===== config.mk =====
export PLATFORM = sky130hd
export DESIGN_NAME = noc_pkt_sf_buffer
export DESIGN_NICKNAME = d
export VERILOG_FILES = /design/src/rtl/noc_pkt_sf_pkg.sv /design/src/rtl/noc_pkt_sf_fifo.sv /design/src/rtl/noc_pkt_sf_buffer.sv
export SDC_FILE = /design/constraint.sdc
export NUM_CORES = 1
export LEC_CHECK = 0
export BUFFER_PORTS_ARGS = -buffer_cell sky130_fd_sc_hd__clkbuf_2
export CAP_MARGIN = 20
export CORE_UTILIZATION = 65
export CTS_BUF_LIST = sky130_fd_sc_hd__clkbuf_4 sky130_fd_sc_hd__clkbuf_8
export DETAILED_ROUTE_END_ITERATION = 10
export PLACE_DENSITY = 0.85
export SLEW_MARGIN = 20
export SYNTH_ARGS = -nofsm -noshare
export SYNTH_HDL_FRONTEND = slang
export SYNTH_SLANG_ARGS = --single-unit

===== constraint.sdc =====
create_clock -name clk -period 4.8 [get_ports clk]
set_input_delay 0.72 -clock clk [delete_from_list [all_inputs] [get_ports clk]]
set_output_delay 0.72 -clock clk [all_outputs]
set_load 0.05 [all_outputs]

===== src/rtl/noc_pkt_sf_pkg.sv =====
// Shared types and header-field helpers for the packet store-and-forward buffer.
// Latency: n/a (declarations only).
// Backpressure: n/a.
`ifndef NOC_DATA_WIDTH
`define NOC_DATA_WIDTH 64
`endif

package noc_pkt_sf_pkg;

    // Input-side packet parser states
    typedef enum logic [1:0] {
        IN_HDR  = 2'd0,
        IN_BODY = 2'd1,
        IN_DROP = 2'd2
    } in_state_t;

    // Width of the header payload-length field
    localparam int LEN_W = 8;

    // Default flit width and header length-field position
    localparam int FLIT_W      = `NOC_DATA_WIDTH;
    localparam int HDR_LEN_MSB = 29;
    localparam int HDR_LEN_LSB = 22;

    // Payload length (body flits following the header) carried in a header flit
    function automatic logic [LEN_W-1:0] get_len(input logic [FLIT_W-1:0] flit);
        return flit[HDR_LEN_MSB:HDR_LEN_LSB];
    endfunction

endpackage


===== src/rtl/noc_pkt_sf_fifo.sv =====
// Generic show-ahead flop FIFO; head is the oldest entry, read combinationally.
// Latency: a pushed entry is visible at head the cycle after the push edge.
// Backpressure: caller must not push when full unless popping in the same cycle.
module noc_pkt_sf_fifo #(
    parameter int DATA_W = 64,
    parameter int DEPTH  = 16
) (
    input  logic                       clk,
    input  logic                       rst,
    input  logic                       push,
    input  logic [DATA_W-1:0]          push_data,
    input  logic                       pop,
    output logic                       full,
    output logic                       empty,
    output logic [$clog2(DEPTH):0]     count,
    output logic [DATA_W-1:0]          head
);
    localparam int AW = $clog2(DEPTH);
    localparam logic [AW:0] DEPTH_CNT = (AW+1)'(DEPTH);

    logic [DATA_W-1:0] mem [DEPTH];
    logic [AW-1:0]     wr_ptr;
    logic [AW-1:0]     rd_ptr;
    logic [AW:0]       cnt;
    logic              do_push;
    logic              do_pop;

    assign full    = (cnt == DEPTH_CNT);
    assign empty   = (cnt == '0);
    assign count   = cnt;
    assign head    = mem[rd_ptr];
    // A pop frees the slot being written, so push-while-full is fine with a pop
    assign do_push = push && (!full || pop);
    assign do_pop  = pop && !empty;

    // Storage, pointers and occupancy; pointers wrap naturally at DEPTH
    always_ff @(posedge clk) begin
        if (rst) begin
            wr_ptr <= '0;
            rd_ptr <= '0;
            cnt    <= '0;
            for (int i = 0; i < DEPTH; i++) begin
                mem[i] <= '0;
            end
        end else begin
            if (do_push) begin
                mem[wr_ptr] <= push_data;
                wr_ptr      <= wr_ptr + 1'b1;
            end
            if (do_pop) begin
                rd_ptr <= rd_ptr + 1'b1;
            end
            case ({do_push, do_pop})
                2'b10:   cnt <= cnt + 1'b1;
                2'b01:   cnt <= cnt - 1'b1;
                default: cnt <= cnt;
            endcase
        end
    end

`ifndef SYNTHESIS
    a_no_overflow:  assert property (@(posedge clk) disable iff (rst) !(push && full && !pop));
    a_no_underflow: assert property (@(posedge clk) disable iff (rst) !(pop && empty));
`endif

endmodule


===== src/rtl/noc_pkt_sf_buffer.sv =====
// Packet store-and-forward buffer in front of the memory controller; drops oversize packets.
// Latency: output valid the cycle after a packet's last flit is accepted (min length+1 cycles).
// Backpressure: input ready = not full (always ready while dropping); output never stalls mid-packet.
// Optional build macro NOC_PKT_SF_STATS_EN adds saturating forwarded/dropped packet counters.
module noc_pkt_sf_buffer
    import noc_pkt_sf_pkg::*;
#(
    parameter int DATA_W  = `NOC_DATA_WIDTH,
    parameter int DEPTH   = 16,
    parameter int LEN_MSB = 29,
    parameter int LEN_LSB = 22
) (
    input  logic              clk,
    input  logic              rst,
    input  logic [DATA_W-1:0] flit_in_data,
    input  logic              flit_in_val,
    output logic              flit_in_rdy,
    output logic [DATA_W-1:0] mem_flit_in_data,
    output logic              mem_flit_in_val,
    input  logic              mem_flit_in_rdy,
    output logic              err_oversize
`ifdef NOC_PKT_SF_STATS_EN
    ,
    output logic [31:0]       stat_pkt_fwd,
    output logic [15:0]       stat_pkt_drop
`endif
);
    localparam int AW = $clog2(DEPTH);
    // Largest payload whose header plus body still fits in the storage
    localparam logic [LEN_W-1:0] MAX_LEN = LEN_W'(DEPTH - 1);

    in_state_t         in_state;
    in_state_t         in_state_nxt;
    logic [LEN_W-1:0]  in_rem;
    logic [LEN_W-1:0]  in_rem_nxt;
    logic [LEN_W-1:0]  drop_rem;
    logic [LEN_W-1:0]  drop_rem_nxt;
    logic [LEN_W-1:0]  in_len;
    logic              in_fire;
    logic              fifo_push;
    logic              pkt_inc;
    logic              oversize_hdr;

    logic              fifo_full;
    logic              fifo_empty;
    logic [AW:0]       fifo_count;
    logic [DATA_W-1:0] fifo_head;

    logic [AW:0]       pkt_cnt;
    logic              active;
    logic              active_nxt;
    logic [LEN_W-1:0]  out_rem;
    logic [LEN_W-1:0]  out_rem_nxt;
    logic [LEN_W-1:0]  head_len;
    logic              out_fire;
    logic              pkt_dec;

    assign in_len   = flit_in_data[LEN_MSB:LEN_LSB];
    assign head_len = fifo_head[LEN_MSB:LEN_LSB];

    // Dropped flits are never stored, so a full FIFO must not stall a drop
    assign flit_in_rdy = !rst && ((in_state == IN_DROP) || !fifo_full);
    assign in_fire     = flit_in_val && flit_in_rdy;

    noc_pkt_sf_fifo #(
        .DATA_W (DATA_W),
        .DEPTH  (DEPTH)
    ) u_fifo (
        .clk       (clk),
        .rst       (rst),
        .push      (fifo_push),
        .push_data (flit_in_data),
        .pop       (out_fire),
        .full      (fifo_full),
        .empty     (fifo_empty),
        .count     (fifo_count),
        .head      (fifo_head)
    );

    // Input parser state and remaining-flit counters
    always_ff @(posedge clk) begin
        if (rst) begin
            in_state <= IN_HDR;
            in_rem   <= '0;
            drop_rem <= '0;
        end else begin
            in_state <= in_state_nxt;
            in_rem   <= in_rem_nxt;
            drop_rem <= drop_rem_nxt;
        end
    end

    // Input parser transitions: header decides store / drop, body counts down
    always_comb begin
        in_state_nxt = in_state;
        in_rem_nxt   = in_rem;
        drop_rem_nxt = drop_rem;
        case (in_state)
            IN_HDR: begin
                if (in_fire) begin
                    if (in_len > MAX_LEN) begin
                        in_state_nxt = IN_DROP;
                        drop_rem_nxt = in_len;
                    end else if (in_len != '0) begin
                        in_state_nxt = IN_BODY;
                        in_rem_nxt   = in_len;
                    end
                end
            end
            IN_BODY: begin
                if (in_fire) begin
                    in_rem_nxt = in_rem - 1'b1;
                    if (in_rem == LEN_W'(1)) begin
                        in_state_nxt = IN_HDR;
                    end
                end
            end
            IN_DROP: begin
                if (in_fire) begin
                    drop_rem_nxt = drop_rem - 1'b1;
                    if (drop_rem == LEN_W'(1)) begin
                        in_state_nxt = IN_HDR;
                    end
                end
            end
            default: in_state_nxt = IN_HDR;
        endcase
    end

    // Input parser actions: store flit, mark packet complete, flag oversize
    always_comb begin
        fifo_push    = 1'b0;
        pkt_inc      = 1'b0;
        oversize_hdr = 1'b0;
        case (in_state)
            IN_HDR: begin
                if (in_fire) begin
                    if (in_len > MAX_LEN) begin
                        oversize_hdr = 1'b1;
                    end else begin
                        fifo_push = 1'b1;
                        pkt_inc   = (in_len == '0);
                    end
                end
            end
            IN_BODY: begin
                fifo_push = in_fire;
                pkt_inc   = in_fire && (in_rem == LEN_W'(1));
            end
            default: begin
                fifo_push    = 1'b0;
                pkt_inc      = 1'b0;
                oversize_hdr = 1'b0;
            end
        endcase
    end

    // Output offers data only for complete packets, so it never stalls mid-packet
    assign mem_flit_in_val  = !rst && (active || (pkt_cnt != '0));
    assign mem_flit_in_data = rst ? '0 : fifo_head;
    assign out_fire         = mem_flit_in_val && mem_flit_in_rdy;

    // Output tracking: header opens a packet, last body flit closes it
    always_comb begin
        active_nxt  = active;
        out_rem_nxt = out_rem;
        pkt_dec     = 1'b0;
        if (out_fire) begin
            if (!active) begin
                if (head_len == '0) begin
                    pkt_dec = 1'b1;
                end else begin
                    active_nxt  = 1'b1;
                    out_rem_nxt = head_len;
                end
            end else begin
                out_rem_nxt = out_rem - 1'b1;
                if (out_rem == LEN_W'(1)) begin
                    active_nxt = 1'b0;
                    pkt_dec    = 1'b1;
                end
            end
        end
    end

    // Output tracking registers
    always_ff @(posedge clk) begin
        if (rst) begin
            active  <= 1'b0;
            out_rem <= '0;
        end else begin
            active  <= active_nxt;
            out_rem <= out_rem_nxt;
        end
    end

    // Complete-but-undelivered packet count; simultaneous in/out cancel
    always_ff @(posedge clk) begin
        if (rst) begin
            pkt_cnt <= '0;
        end else begin
            case ({pkt_inc, pkt_dec})
                2'b10:   pkt_cnt <= pkt_cnt + 1'b1;
                2'b01:   pkt_cnt <= pkt_cnt - 1'b1;
                default: pkt_cnt <= pkt_cnt;
            endcase
        end
    end

    // Sticky oversize-drop flag
    always_ff @(posedge clk) begin
        if (rst) begin
            err_oversize <= 1'b0;
        end else if (oversize_hdr) begin
            err_oversize <= 1'b1;
        end
    end

`ifdef NOC_PKT_SF_STATS_EN
    // Saturating forwarded / dropped packet counters
    always_ff @(posedge clk) begin
        if (rst) begin
            stat_pkt_fwd  <= '0;
            stat_pkt_drop <= '0;
        end else begin
            if (pkt_dec && (stat_pkt_fwd != '1)) begin
                stat_pkt_fwd <= stat_pkt_fwd + 1'b1;
            end
            if (oversize_hdr && (stat_pkt_drop != '1)) begin
                stat_pkt_drop <= stat_pkt_drop + 1'b1;
            end
        end
    end
`endif

`ifndef SYNTHESIS
    a_pkt_no_underflow: assert property (@(posedge clk) disable iff (rst)
                                         !(pkt_dec && !pkt_inc && (pkt_cnt == '0)));
    // Every counted packet still holds at least one flit in storage
    a_pkt_has_flits:    assert property (@(posedge clk) disable iff (rst)
                                         (pkt_cnt <= fifo_count));
`endif

endmodule

# [Yosys cells after proc, flatten, opt, wreduce, memory -nomap -nowiden]
# Memory sizes are Yosys's and may differ from the RTL's. A register that Yosys moved wholly into a read port is not among the register bits.
# Index checks and enable logic that the tools add are counted.
[totals] out_inout_bits=67 word_cells=117 romBits=0 n_memories=1 regBits=46 mem_bits_rw=1024 latchBits=0
[op_classes] muxes=48 n_eq_ne=20 shifts=0 mul=0 n_addsub=9 n_reduce_logical=28 n_lt_le_gt_ge=1 div_mod_pow=0 bitwise_logic=0
[memory_table] memory="u_fifo.mem" depth=16 word_bits=64 read_ports=1 rd_clocked_by_memory_dff=1 write_ports=16 line_no="noc_pkt_sf_fifo.sv:21" source="logic [DATA_W-1:0] mem [DEPTH];"
[op_table] op="2-to-1 mux 64 bit" count=2
[op_table] op="2-to-1 mux 8 bit" count=9
[op_table] op="OR reduction 64 bit" count=1
[op_table] op="case mux 8 bit (2 select lines)" count=2
[op_table] op="== test 8 x 1 -> 1 bit (second input constant)" count=3
[op_table] op="subtractor 8 x 1 -> 8 bit (second input constant)" count=3
[op_table] op="2-to-1 mux 1 bit" count=20
[op_table] op="case mux 5 bit (2 select lines)" count=2
[op_table] op="logical NOT 8 bit" count=2
[op_table] op="!= test 2 bit (second input constant)" count=8
[op_table] op="2-to-1 mux 2 bit" count=7
[op_table] op="2-to-1 mux 4 bit" count=3
[op_table] op="adder 5 x 1 -> 5 bit (second input constant)" count=2
[op_table] op="subtractor 5 x 1 -> 5 bit (second input constant)" count=2
[op_table] op="adder 4 x 1 -> 4 bit (second input constant)" count=2
[op_table] op="greater-than comparator 8 x 4 -> 1 bit (second input constant)" count=1
[op_table] op="nonzero test 2 bit" count=4
[op_table] op="nonzero test 8 bit" count=1
[op_table] op="logical AND 1 bit" count=7
[op_table] op="== test 2 x 1 -> 1 bit (second input constant)" count=3
[op_table] op="== test 2 bit (second input constant)" count=3
[op_table] op="case mux 2 bit (3 select lines)" count=1
[op_table] op="AND reduction 6 bit" count=1
[op_table] op="== test 5 bit (second input constant)" count=1
[op_table] op="11 further kinds" count=16

# [Logic depth before layout (Yosys ltp)]
[depth] ltp_word=13 ltp_mapped=18 depth_no_buf=16

# [Hierarchy]
# Synthesis repeated with hierarchy kept, for this count alone.
[unflattened] cells_unflattened=3379 area_unflattened_um2=47294.1
[by_module_without_submodules] module="noc_pkt_sf_fifo" area_each_um2=44670.3 instances=1 seq_area_each_um2=31089.8 cells_per_inst=3026
[by_module_without_submodules] module="noc_pkt_sf_buffer" area_each_um2=2623.8 instances=1 seq_area_each_um2=660.6 cells_per_inst=353

# [Least setup slack after synthesis]
# No wires, ideal clock.
[synth_timing] path_kind="input-to-reg" start="input rst" end="memory u_fifo.mem[8][0] (enable)" setup_slack_ns=0.348 cell_stages=8 arrival_ns=4.031 t_required_ns=4.379 setup_ns=0.421 path_cell_list="a31oi_1 and2_1 and3_1 buf_4 inv_4 nor3b_2 clkbuf_1 a21o_1"
[synth_lines] item="start: declaration" line_no="noc_pkt_sf_buffer.sv:14" source="input logic rst,"
[synth_lines] item="end: declaration" line_no="noc_pkt_sf_fifo.sv:21"

==> results.json <==
{
  "grt_use_total_pct": 33.7,
  "rsz0062_at_grt": "false",
  "syn-instance-count": 3161,
  "die-area_mm2": 0.0768,
  "yosys.area.top_type": "edfxtp_1",
  "max_cap_violations": 0,
  "peakVddDrop_uv": 244,
  "finalMaxSlewViolations": 0,
  "grt_pass1_vias": 30800,
  "async_reset_ff_share_pct": 0,
  "grt_max_degree": 132,
  "chipWidth_um": 277,
  "fmax_mhz": 216,
  "min_period_ns": 4.62,
  "drc": 0,
  "path_class": "reg -> out",
  "clk_pin_slew_worst_paths_ns": 0.06,
  "cts_setup_buffers": 0,
  "critPathMaxFanout": 91,
  "numCtsBuffers": 167,
  "antenna_found_initial": 9,
  "hold_viol_final": 0,
  "die_y_um": 277,
  "layout_commonest_cell": "edfxtp_1",
  "gr-total-overflow": 0,
  "worstMarginPinSlew_ns": 1.15,
  "cts_sinks": 1074,
  "synth_area_leaders": "edfxtp_1, mux4_2, and2_1",
  "status": "finished clean",
  "finalPower_mw": 18.9,
  "final_antenna_net_count": 0,
  "hold_class": "in -> reg",
  "crit_required_ns": 4.08,
  "yosysSeqAreaShare_pct": 64.5,
  "htree_levels": 4,
  "end_kind": "output pin",
  "num-nets-final": 3295,
  "vias": 29800,
  "ys.flop_type": "edfxtp_1",
  "ctsHoldBuffers": 0,
  "routed_wl_um": 128000,
  "drt_pass1_iterations": 6,
  "dp_hpwl_um": 64400,
  "ctsRootBufferMaster": "clkbuf_8",
  "synth-seq-cells": 1074,
  "drt_iter0_markers": 4627,
  "critPathLaunchType": "flop",
  "syn_avg_cell_area_um2": 15.6,
  "ys_warn_count": 0,
  "io_pins": 135,
  "leakage_nw": 20.4,
  "p_per_area_mw_per_mm2": 350,
  "syn2layout_area_growth_pct": 9.60,
  "drive_above_1_share_pct": 24.5,
  "core.rowCount": 100,
  "setup_viol": 0,
  "io_buffers": 134,
  "wl_per_cell_um": 29.7,
  "cts_tree": "yes",
  "fin_crit_sh_pct": 96.3,
  "yosysTopAreaCellShare_pct": 62.5,
  "grt_pass1_wl_um": 189000,
  "clk_path_buf_depth": 3,
  "finClkSkew_ns": 0.0395,
  "insertion_delay_ns": 0.84,
  "synth.net_count": 3250,
  "coreArea_mm2": 0.0747,
  "place_congestion": 0.816,
  "synth.distinct_cells": 59,
  "holdWs_ns": 0.355,
  "syn_area_mm2": 0.0492,
  "viasPerCell": 6.93,
  "relSlewSlack_pct": 23.4,
  "final_cell_mix": "edfxtp_1, and2_1, and3_1, mux4_2, clkbuf_8",
  "cp.arrival_ns": 3.90,
  "synth_edf_count": 1024,
  "fin_setup_tns_ns": 0,
  "start_util_pct": 65.9
}
==> sequential cells by signal, summed over array words and instances (netlist names), named ones only <==
signal	cells
active	1
u_fifo.wr_ptr	4
in_rem	8
u_fifo.count	5
out_rem	8
err_oversize	1
u_fifo.rd_ptr	4
in_state	2
pkt_cnt	5
drop_rem	8
u_fifo.mem	1024
==> per-stage QoR <==
| step | instances | area (um^2) | utilization [%] | worst slack, ns |
|---|---|---|---|---|
| after detailed placement | 4006 | 50800 | 68.0 | 0.629 |
| after floorplan | 3161 | 49200 | - | 0.348 |
| after CTS | 4292 | 53900 | 72.2 | 0.0169 |
| final | 4298 | 53900 | 72.2 | 0.176 |
| after global routing | 4297 | 53900 | 72.2 | 0.0191 |
| after global placement | 4006 | 50800 | 68.0 | 0.700 |
==> layout make-up <==
cell class | instances | area [um^2]
Timing Repair Buffer | 200 | 1520
Antenna cell | 6 | 15.0
Clock buffer | 229 | 2780
Clock inverter | 57 | 337
Sequential cell | 1074 | 31800
Multi-Input combinational cell | 1734 | 16200
Tap cell | 969 | 1210
Fill cell | 4298 | 20800
Inverter | 29 | 111
==> timing repair <==
item | CTS | global route
hold endpoints to repair | 0 | 0
gates resized for setup | 1 | 3
endpoints found under the setup margin | 13 | 18
==> power breakdown <==
group,internal (mW),total (mW),switching (mW)
Combinational,0.255,0.878,0.623
Sequential,10.6,10.7,0.108
Clock,3.80,7.35,3.55
Total,14.6,18.9,4.28
==> synthesized netlist by cell type, types with 7 or more instances <==
cell type	instances
or2_2	11
nand2b_1	7
dfxtp_1	50
a211oi_1	10
nor2b_1	63
a21o_1	10
clkbuf_1	265
and3_1	386
o21ai_0	20
nor4_1	7
mux2i_1	15
and2_1	644
inv_1	28
nor2_1	68
ha_1	19
nor3_1	9
mux4_2	306
buf_1	13
edfxtp_1	1024
a21oi_1	32
buf_4	9
xor2_1	10
nand2_1	38
buf_2	27
==> final timing paths <==
kind / endpoint / startpoint / cells past startpoint / slack, ns
worst max-delay path: mem_flit_in_data[54] / flop / 6 / 0.18
worst max register to register: pkt_cnt[4] / flop / 17 / 0.61
worst min-delay path: u_fifo.mem[11][43] / flit_in_data[43] / 2 / 0.35
worst min register to register: out_rem[7] / out_rem[7] / 2 / 0.49
==> kinds of logic (layout without fill, tap and decap cells) <==
logic type,after synthesis,in the layout,synth area share (%)
compound gates,107,107,1.48
xor+xnor,14,14,0.249
fa+ha+maj,21,21,0.565
buf+inv,353,515,2.95
flops,1074,1074,64.5
mux,332,332,14.7
other cells,0,6,0
simple gates,1260,1260,15.5
==> per-layer routing <==
metal  track usage (%)  vias up  routed length [um]  part of all wire, %
met1              44.1    14900               43500                   34
li1                  -    12000                   -                    -
met4              15.3        6                5180                  4.1
met2              54.6     2433               62600                   49
met3              7.58      400               16400                   13
met5                 0        -                  51                0.040
==> critical path: stages (launching register included) <==
cell	delay [ns]
dfxtp_4	0.52
buf_12	0.27
buf_16	0.48
mux4_2	0.63
mux4_2	0.55
nor2b_1	0.18
buf_2	0.26
No activity file was read; power rests on OpenSTA's default activity.
